### config.mk
export PLATFORM = sky130hd
export DESIGN_NAME = bootloader_supervisor
export DESIGN_NICKNAME = d
export VERILOG_FILES = /design/src/rtl/bootloader_supervisor_pkg.sv /design/src/rtl/supervisor_tick_gen.sv /design/src/rtl/bootloader_supervisor.sv
export SDC_FILE = /design/constraint.sdc
export NUM_CORES = 1
export LEC_CHECK = 0
export CORE_MARGIN = 2
export CORE_UTILIZATION = 45
export CTS_BUF_LIST = sky130_fd_sc_hd__clkbuf_2 sky130_fd_sc_hd__clkbuf_4 sky130_fd_sc_hd__clkbuf_8
export DETAILED_ROUTE_END_ITERATION = 8
export SYNTH_ARGS = -nofsm -noshare
export SYNTH_HDL_FRONTEND = slang
export SYNTH_SLANG_ARGS = --single-unit
### constraint.sdc
create_clock -name clk -period 2.2 [get_ports clk]
set_input_delay 0.44 -clock clk [delete_from_list [all_inputs] [get_ports clk]]
set_output_delay 0.44 -clock clk [all_outputs]
set_load 0.1 [all_outputs]
### src/rtl/bootloader_supervisor_pkg.sv
// Shared definitions for the bootloader supervisor: LED mode encodings
// and the microsecond-per-millisecond ratio used by the tick generator.
package bootloader_supervisor_pkg;

    typedef enum logic [1:0] {
        LED_OFF     = 2'd0,
        LED_ON      = 2'd1,
        LED_BREATHE = 2'd2,
        LED_BLINK   = 2'd3
    } led_mode_e;

    localparam int US_PER_MS = 1000;

endpackage

### src/rtl/supervisor_tick_gen.sv
// Exact microsecond and millisecond tick generator. Both ticks are
// single-cycle pulses decoded from the counter state, so ms_tick is
// coincident with the us_tick on which the microsecond count wraps.
module supervisor_tick_gen
    import bootloader_supervisor_pkg::*;
#(
    parameter int CLK_HZ = 48000000
) (
    input  logic clk,
    input  logic reset_n,
    output logic us_tick,
    output logic ms_tick
);

    localparam int CYC_PER_US = CLK_HZ / 1000000;
    localparam int CW         = (CYC_PER_US > 1) ? $clog2(CYC_PER_US) : 1;
    localparam int UW         = $clog2(US_PER_MS);

    logic [CW-1:0] r_cyc_cnt;
    logic [UW-1:0] r_us_cnt;

    assign us_tick = (r_cyc_cnt == CW'(CYC_PER_US - 1));
    assign ms_tick = us_tick && (r_us_cnt == UW'(US_PER_MS - 1));

    // Clock-cycle counter, wraps every microsecond.
    // NOTE: sequential state uses non-blocking assignments so every register
    // samples pre-edge values regardless of block ordering.
    always_ff @(posedge clk or negedge reset_n) begin
        if (!reset_n)     r_cyc_cnt <= '0;
        else if (us_tick) r_cyc_cnt <= '0;
        else              r_cyc_cnt <= r_cyc_cnt + CW'(1);
    end

    // Microsecond counter, wraps every millisecond.
    always_ff @(posedge clk or negedge reset_n) begin
        if (!reset_n)     r_us_cnt <= '0;
        else if (ms_tick) r_us_cnt <= '0;
        else if (us_tick) r_us_cnt <= r_us_cnt + UW'(1);
    end

endmodule

### src/rtl/bootloader_supervisor.sv
// Bootloader supervisor: time base, shared breathe/blink generators,
// per-channel LED PWM, host-presence watchdog and warm-boot request.
module bootloader_supervisor
    import bootloader_supervisor_pkg::*;
#(
    parameter int CLK_HZ     = 48000000,
    parameter int NUM_LEDS   = 2,
    parameter int PWM_BITS   = 8,
    parameter int TIMEOUT_MS = 1000,
    parameter int BLINK_MS   = 250
) (
    input  logic                  clk,
    input  logic                  reset_n,
    input  logic [2*NUM_LEDS-1:0] led_mode,
    input  logic                  sof_valid,
    input  logic                  boot_req,
    output logic [NUM_LEDS-1:0]   led,
    output logic                  host_present,
    output logic                  timeout,
    output logic                  boot
);

    localparam logic [PWM_BITS-1:0] LEVEL_MAX = '1;
    localparam int AW = $clog2(TIMEOUT_MS + 1);
    localparam int BW = (BLINK_MS > 1) ? $clog2(BLINK_MS) : 1;

    logic                w_us_tick;
    logic                w_ms_tick;
    logic [PWM_BITS-1:0] r_level;
    logic                r_dir_down;
    logic [BW-1:0]       r_blink_cnt;
    logic                r_blink_phase;
    logic [PWM_BITS-1:0] r_pwm_cnt;
    logic [NUM_LEDS-1:0] w_led_next;
    logic [NUM_LEDS-1:0] r_led;
    logic [AW-1:0]       r_absent_ms;
    logic                r_timeout;
    logic                r_host_present;
    logic                r_boot_latched;
    logic                r_boot;

    supervisor_tick_gen #(
        .CLK_HZ (CLK_HZ)
    ) u_tick_gen (
        .clk     (clk),
        .reset_n (reset_n),
        .us_tick (w_us_tick),
        .ms_tick (w_ms_tick)
    );

    // Shared breathe ramp: triangle wave, holding one ms at each extreme.
    always_ff @(posedge clk or negedge reset_n) begin
        if (!reset_n) begin
            r_level    <= '0;
            r_dir_down <= 1'b0;
        end else if (w_ms_tick) begin
            if (!r_dir_down) begin
                if (r_level == LEVEL_MAX) r_dir_down <= 1'b1;
                else                      r_level    <= r_level + PWM_BITS'(1);
            end else begin
                if (r_level == '0) r_dir_down <= 1'b0;
                else               r_level    <= r_level - PWM_BITS'(1);
            end
        end
    end

    // Shared blink phase: toggles every BLINK_MS milliseconds.
    always_ff @(posedge clk or negedge reset_n) begin
        if (!reset_n) begin
            r_blink_cnt   <= '0;
            r_blink_phase <= 1'b0;
        end else if (w_ms_tick) begin
            if (r_blink_cnt == BW'(BLINK_MS - 1)) begin
                r_blink_cnt   <= '0;
                r_blink_phase <= ~r_blink_phase;
            end else begin
                r_blink_cnt <= r_blink_cnt + BW'(1);
            end
        end
    end

    // Free-running PWM ramp compared against the breathe level.
    always_ff @(posedge clk or negedge reset_n) begin
        if (!reset_n) r_pwm_cnt <= '0;
        else          r_pwm_cnt <= r_pwm_cnt + PWM_BITS'(1);
    end

    for (genvar gi = 0; gi < NUM_LEDS; gi++) begin : g_led
        led_mode_e w_mode;
        logic      w_target;

        assign w_mode = led_mode_e'(led_mode[2*gi +: 2]);

        // Per-channel mode mux.
        // NOTE: w_target gets a default before the case so no path leaves it
        // unassigned, which would otherwise infer a latch.
        always_comb begin
            w_target = 1'b0;
            case (w_mode)
                LED_OFF:     w_target = 1'b0;
                LED_ON:      w_target = 1'b1;
                LED_BREATHE: w_target = (r_level > r_pwm_cnt);
                LED_BLINK:   w_target = r_blink_phase;
                default:     w_target = 1'b0;
            endcase
        end

        assign w_led_next[gi] = w_target;
    end

    // LED output register: one clock from mode change to pin.
    always_ff @(posedge clk or negedge reset_n) begin
        if (!reset_n) r_led <= '0;
        else          r_led <= w_led_next;
    end

    // Host watchdog: SOF restarts the absence count and wins over a
    // coincident ms tick; the count saturates at TIMEOUT_MS.
    always_ff @(posedge clk or negedge reset_n) begin
        if (!reset_n) begin
            r_absent_ms    <= '0;
            r_timeout      <= 1'b0;
            r_host_present <= 1'b0;
        end else if (sof_valid) begin
            r_absent_ms    <= '0;
            r_timeout      <= 1'b0;
            r_host_present <= 1'b1;
        end else begin
            if (w_ms_tick && (r_absent_ms < AW'(TIMEOUT_MS)))
                r_absent_ms <= r_absent_ms + AW'(1);
            if (r_absent_ms == AW'(TIMEOUT_MS)) begin
                r_timeout      <= 1'b1;
                r_host_present <= 1'b0;
            end
        end
    end

    // Sticky boot request and registered boot output.
    always_ff @(posedge clk or negedge reset_n) begin
        if (!reset_n) begin
            r_boot_latched <= 1'b0;
            r_boot         <= 1'b0;
        end else begin
            r_boot_latched <= r_boot_latched | boot_req;
            r_boot         <= r_timeout | r_boot_latched;
        end
    end

    assign led          = r_led;
    assign host_present = r_host_present;
    assign timeout      = r_timeout;
    assign boot         = r_boot;

endmodule

# Word-level counts from Yosys, hierarchy flattened
# Index checks and enable logic that the tools add are counted.
[op_classes] n_addsub=7 n_lt_le_gt_ge=2 n_eq_ne=13 mux=18 bitwise=3 reduce_logical=10
[op_table] cell="$mux 10" count=4
[op_table] cell="$mux 8" count=4
[op_table] cell="$add 8x1->8 const B" count=3
[op_table] cell="$add 10x1->10 const B" count=2
[op_table] cell="$eq 10x10->1 const B" count=2
[op_table] cell="$eq 8x8->1 const B" count=2
[op_table] cell="$lt 10x10->1 const B" count=1
[op_table] cell="$eq 2x2->1 const B" count=4
[op_table] cell="$gt 8x8->1" count=1
[op_table] cell="$logic_not 8->1" count=1
[op_table] cell="$pmux 1 s4" count=2
[op_table] cell="$sub 8x1->8 const B" count=1
[op_table] cell="$mux 1" count=7
[op_table] cell="$add 6x1->6 const B" count=1
[op_table] cell="$eq 6x6->1 const B" count=1
[op_table] cell="$mux 6" count=1
[op_table] cell="$reduce_bool 2->1" count=3
[op_table] cell="$eq 2x1->1 const B" count=2
[op_table] cell="$logic_not 2->1" count=2
[op_table] cell="$ne 2x2->1 const B" count=2
[op_table] cell="$reduce_and 3->1" count=1
[op_table] cell="$logic_and 1x1->1" count=2
[op_table] cell="$or 1x1->1" count=2
[op_table] cell="$reduce_and 2->1" count=1
[op_table] cell="$not 1->1" count=1
[totals] regBits=58 input_bits=8 elab_cells=66

# Depth between registers and ports, before layout
[logic_depth] depth_word=5 ltp_mapped=7

# Modules after synthesis
# From an unflattened synthesis, not the netlist that was laid out.
[hier_totals] hier_cells=328 hier_area_um2=3241.9
[modules_own_cells] module="bootloader_supervisor" instances=1 cells_each=239 area_per_inst_um2=2327.2 seq_area_each_um2=1051.0
[modules_own_cells] module="supervisor_tick_gen" instances=1 cells_each=89 area_per_inst_um2=914.6 seq_area_each_um2=400.4

# Least setup slack after synthesis
# Ideal clock, no wire load.
[synth_timing] path_kind="register to register" startpoint="reg r_dir_down" endpoint="reg r_level[6]" arrival_time_ns=2.048 t_required_ns=2.135 slack_ns=0.087 path_stages_with_launch=7 path_buffers=0 period_less_slack_ns=2.113 path_cell_list="dfrtp_1 ha_1 nor2b_1 o31a_1 or4b_2 nand3_1 mux2_2"
[synth_between] elab_chain_cells=2
[synth_lines] item="start, declared" line="bootloader_supervisor.sv:30" rtl="logic r_dir_down;"
[synth_lines] item="start signal, assigned" line="bootloader_supervisor.sv:55" rtl="r_dir_down <= 1'b0;"
[synth_lines] item="start signal, assigned" line="bootloader_supervisor.sv:58" rtl="if (r_level == LEVEL_MAX) r_dir_down <= 1'b1;"
[synth_lines] item="start signal, assigned" line="bootloader_supervisor.sv:61" rtl="if (r_level == '0) r_dir_down <= 1'b0;"
[synth_lines] item="$ne 2x2->1 (no line)"
[synth_lines] item="$reduce_and 3->1 (no line)"
[synth_lines] item="end signal, assigned" line="bootloader_supervisor.sv:59" rtl="else r_level <= r_level + PWM_BITS'(1);"
[synth_lines] item="end signal, assigned" line="bootloader_supervisor.sv:62" rtl="else r_level <= r_level - PWM_BITS'(1);"
[synth_lines] item="end, declared" line="bootloader_supervisor.sv:29" rtl="logic [PWM_BITS-1:0] r_level;"
# Several ways; a longest one is shown, not always the timed one.
# A chain may end at the register's enable or synchronous reset.

# Worst setup path in the final report
# Ends and elaborated chain as after synthesis.

==> out/metrics.cfg <==
[clock_tree]
cts_resized = 0
numCtsBuffers = 9
post-cts-setup-buffer-count = 0
holdBufCountCts = 0
cts_root_buf = clkbuf_8
cts_tree = done
insertion_delay_ps = 340
clockBufferDepth = 2
cts.sinks = 58
path_clk_slew_ps = 70
htreeDepth = 3

[placement]
place_hpwl_um = 4430
portBuffers = 12
dp_cells = 441
gp_congestion = 0.833

[worst_setup_path]
path_buf_inv = 1
worstPathRequired_ps = 2470
rr_worst_depth = 7
cp.arrival_ps = 2360
worstPathMaxFanout = 6
path_delay_family = simple AND/OR/NAND/NOR gates
end_kind = flip-flop
cp.depth = 7
regToRegSetupSlack_ps = 110
critPathKind = flip-flop to flip-flop
worstSetupStartpointType = flip-flop
path_cells = buf_4 -> ha_1 -> o21a_1 -> o31a_1 -> or4b_2 -> nand3_1 -> mux2_2
slowest_stage = or4b_2
slowest_delay_ps = 610

[layout]
final_common_cell = dfrtp_1
final_layout_size_suffix_gt1_share_pct = 13.0
layout.nets = 386
antenna_cells = 0
multi_input_comb_area_um2 = 1660
area.sequential_um2 = 1450
instances_no_fill = 457
syn2layout_area_growth_pct = 16.6
layout_common_cells = dfrtp_1, nand2_1, nor2_1
nFillCells = 644

[floorplan]
initial_utilization_pct = 47.0
die_x_um = 88.5
num_io_pins = 13
core_area_um2 = 6830
die_h_um = 88.5
dieArea_um2 = 7820
num_rows = 30

[synthesis]
synth-main-ff-cell = dfrtp_1
async_flop_share_pct = 100
yosysTopAreaCell = dfrtp_1
synthCells = 326
synthTopCellsByArea = dfrtp_1, ha_1, xnor2_1
syn_nets = 356
synth_edf_count = 0
yosysUniqueCellTypes = 48
yosys_warnings = 0
yosysTopAreaCellShare_pct = 45.2
synth_area_um2 = 3210
yosysSeqAreaShare_pct = 45.2
synth_area_per_cell_um2 = 9.84
ys_ff_latch = 58

[route]
first_pass_iters = 4
drc = 0
num_vias = 2411
totalWireLength_um = 6230
ant_nets = 0
via_per_inst = 5.28
wl_per_cell_um = 13.6
drt_iter0_markers = 96

[sta]
min_period_ps = 2090
timing.setup.tns_ps = 0
max_slew_margin_pct = 61.7
grt_setup_unrepaired = no
tightest_slew_ps = 575
finalClockSkew_ps = 9.92
maxSlewViolCount = 0
setup_viol = 0
hold_violations = 0
post-route-period-util_pct = 95.0
fmax_mhz = 478

[status]
run_status = finished clean

[grt]
overflow = 0
first_global_vias = 2350
grt_start_max_net_pins = 26
grt_pass1_wl_um = 11100
antenna_found_initial = 0
grt_usage_pct = 18.4

[power]
p_leak_nw = 1.68
worst_ir_drop_vdd_v = 0.000370
power_density_nw_per_um2 = 608

[hold_path]
hp-class = input pin to async pin

[run]
maxCapViolations = 0

-- kinds of logic (layout without fill, tap and decap cells) --
family	count (synthesis)	after routing	share of synthesized area [%]
AO/OA/AOI/OAI	55	55	11.1
XOR/XNOR	29	29	7.91
adder cells (fa/ha/maj)	22	22	8.81
buffers and inverters	25	60	3.20
flip-flops	58	58	45.2
multiplexers	6	6	2.03
AND/OR/NAND/NOR	131	131	21.7
-- final cells by class --
| class | instances | area share [%] |
|---|---|---|
| multi-input combinational | 243 | 44.2 |
| sequential | 58 | 38.8 |
| timing repair buffer | 25 | 5.68 |
| clock buffer | 12 | 4.24 |
| tap | 96 | 3.21 |
| clock inverter | 4 | 1.97 |
| inverter | 19 | 1.91 |
-- stage by stage --
step / utilization, % / setup WS (ps) / power, W / hold slack [ps] / area, µm²
floorplan: - / 87.0 / 0.00111 / 144 / 3210
global route: 54.8 / 15.0 / 0.00237 / 136 / 3740
global placement: 51.4 / 157 / 0.00115 / 444 / 3510
detailed placement: 51.4 / 132 / 0.00115 / 450 / 3510
CTS: 54.8 / 103 / 0.00231 / 111 / 3740
finish: 54.8 / 110 / 0.00228 / 100 / 3740
-- sequential cells by signal (all words and copies together) (netlist names) --
| register | cells |
|---|---|
| r_absent_ms | 10 |
| u_tick_gen.r_us_cnt | 10 |
| r_blink_cnt | 8 |
| r_level | 8 |
| r_pwm_cnt | 8 |
| u_tick_gen.r_cyc_cnt | 6 |
| led | 2 |
| boot | 1 |
| host_present | 1 |
| r_blink_phase | 1 |
| r_boot_latched | 1 |
| r_dir_down | 1 |
| timeout | 1 |
-- report_power, final --
part | leakage, nW | internal [W] | switching (W)
logic | 0.793 | 0.0000183 | 0.0000435
clock network | 0.120 | 0.000713 | 0.000432
registers | 0.769 | 0.00107 | 0.000000956
total | 1.68 | 0.00180 | 0.000477
-- cell usage after synthesis, types with 3 or more instances --
master    instances
dfrtp_1          58
and3_1            7
mux2_2            4
nand3_1          20
a21oi_1          10
nand2_1          26
nor2_1           24
xor2_1           14
inv_1            19
o21ai_0          20
o31ai_1           3
ha_1             21
xnor2_1          15
o211ai_1          3
nand4_1          14
nor3_1           10
a21o_1            5
o21a_1            3
nor4_1            5
nor2b_1           5
clkbuf_1          3
or2_2             4
-- path summary, 6_finish.rpt --
kind / startpoint / to
setup / recovery: r_dir_down / r_level[6]
hold / removal: reset_n / u_tick_gen.r_us_cnt[1]
setup reg to reg: r_dir_down / r_level[6]
hold reg to reg: r_boot_latched / r_boot_latched
max in group asynchronous: reset_n / r_blink_cnt[3]
min in group clk: r_boot_latched / r_boot_latched
-- layer usage --
layer  GRT usage, %  up-vias  routed length [µm]
met5              0        -                   0
met4           5.92        0                  68
met3           5.69        5                 219
met2           28.8       34                2900
met1           24.6     1155                3040
li1               -     1217                   -
Note: power is estimated with default switching activity, not from simulation.
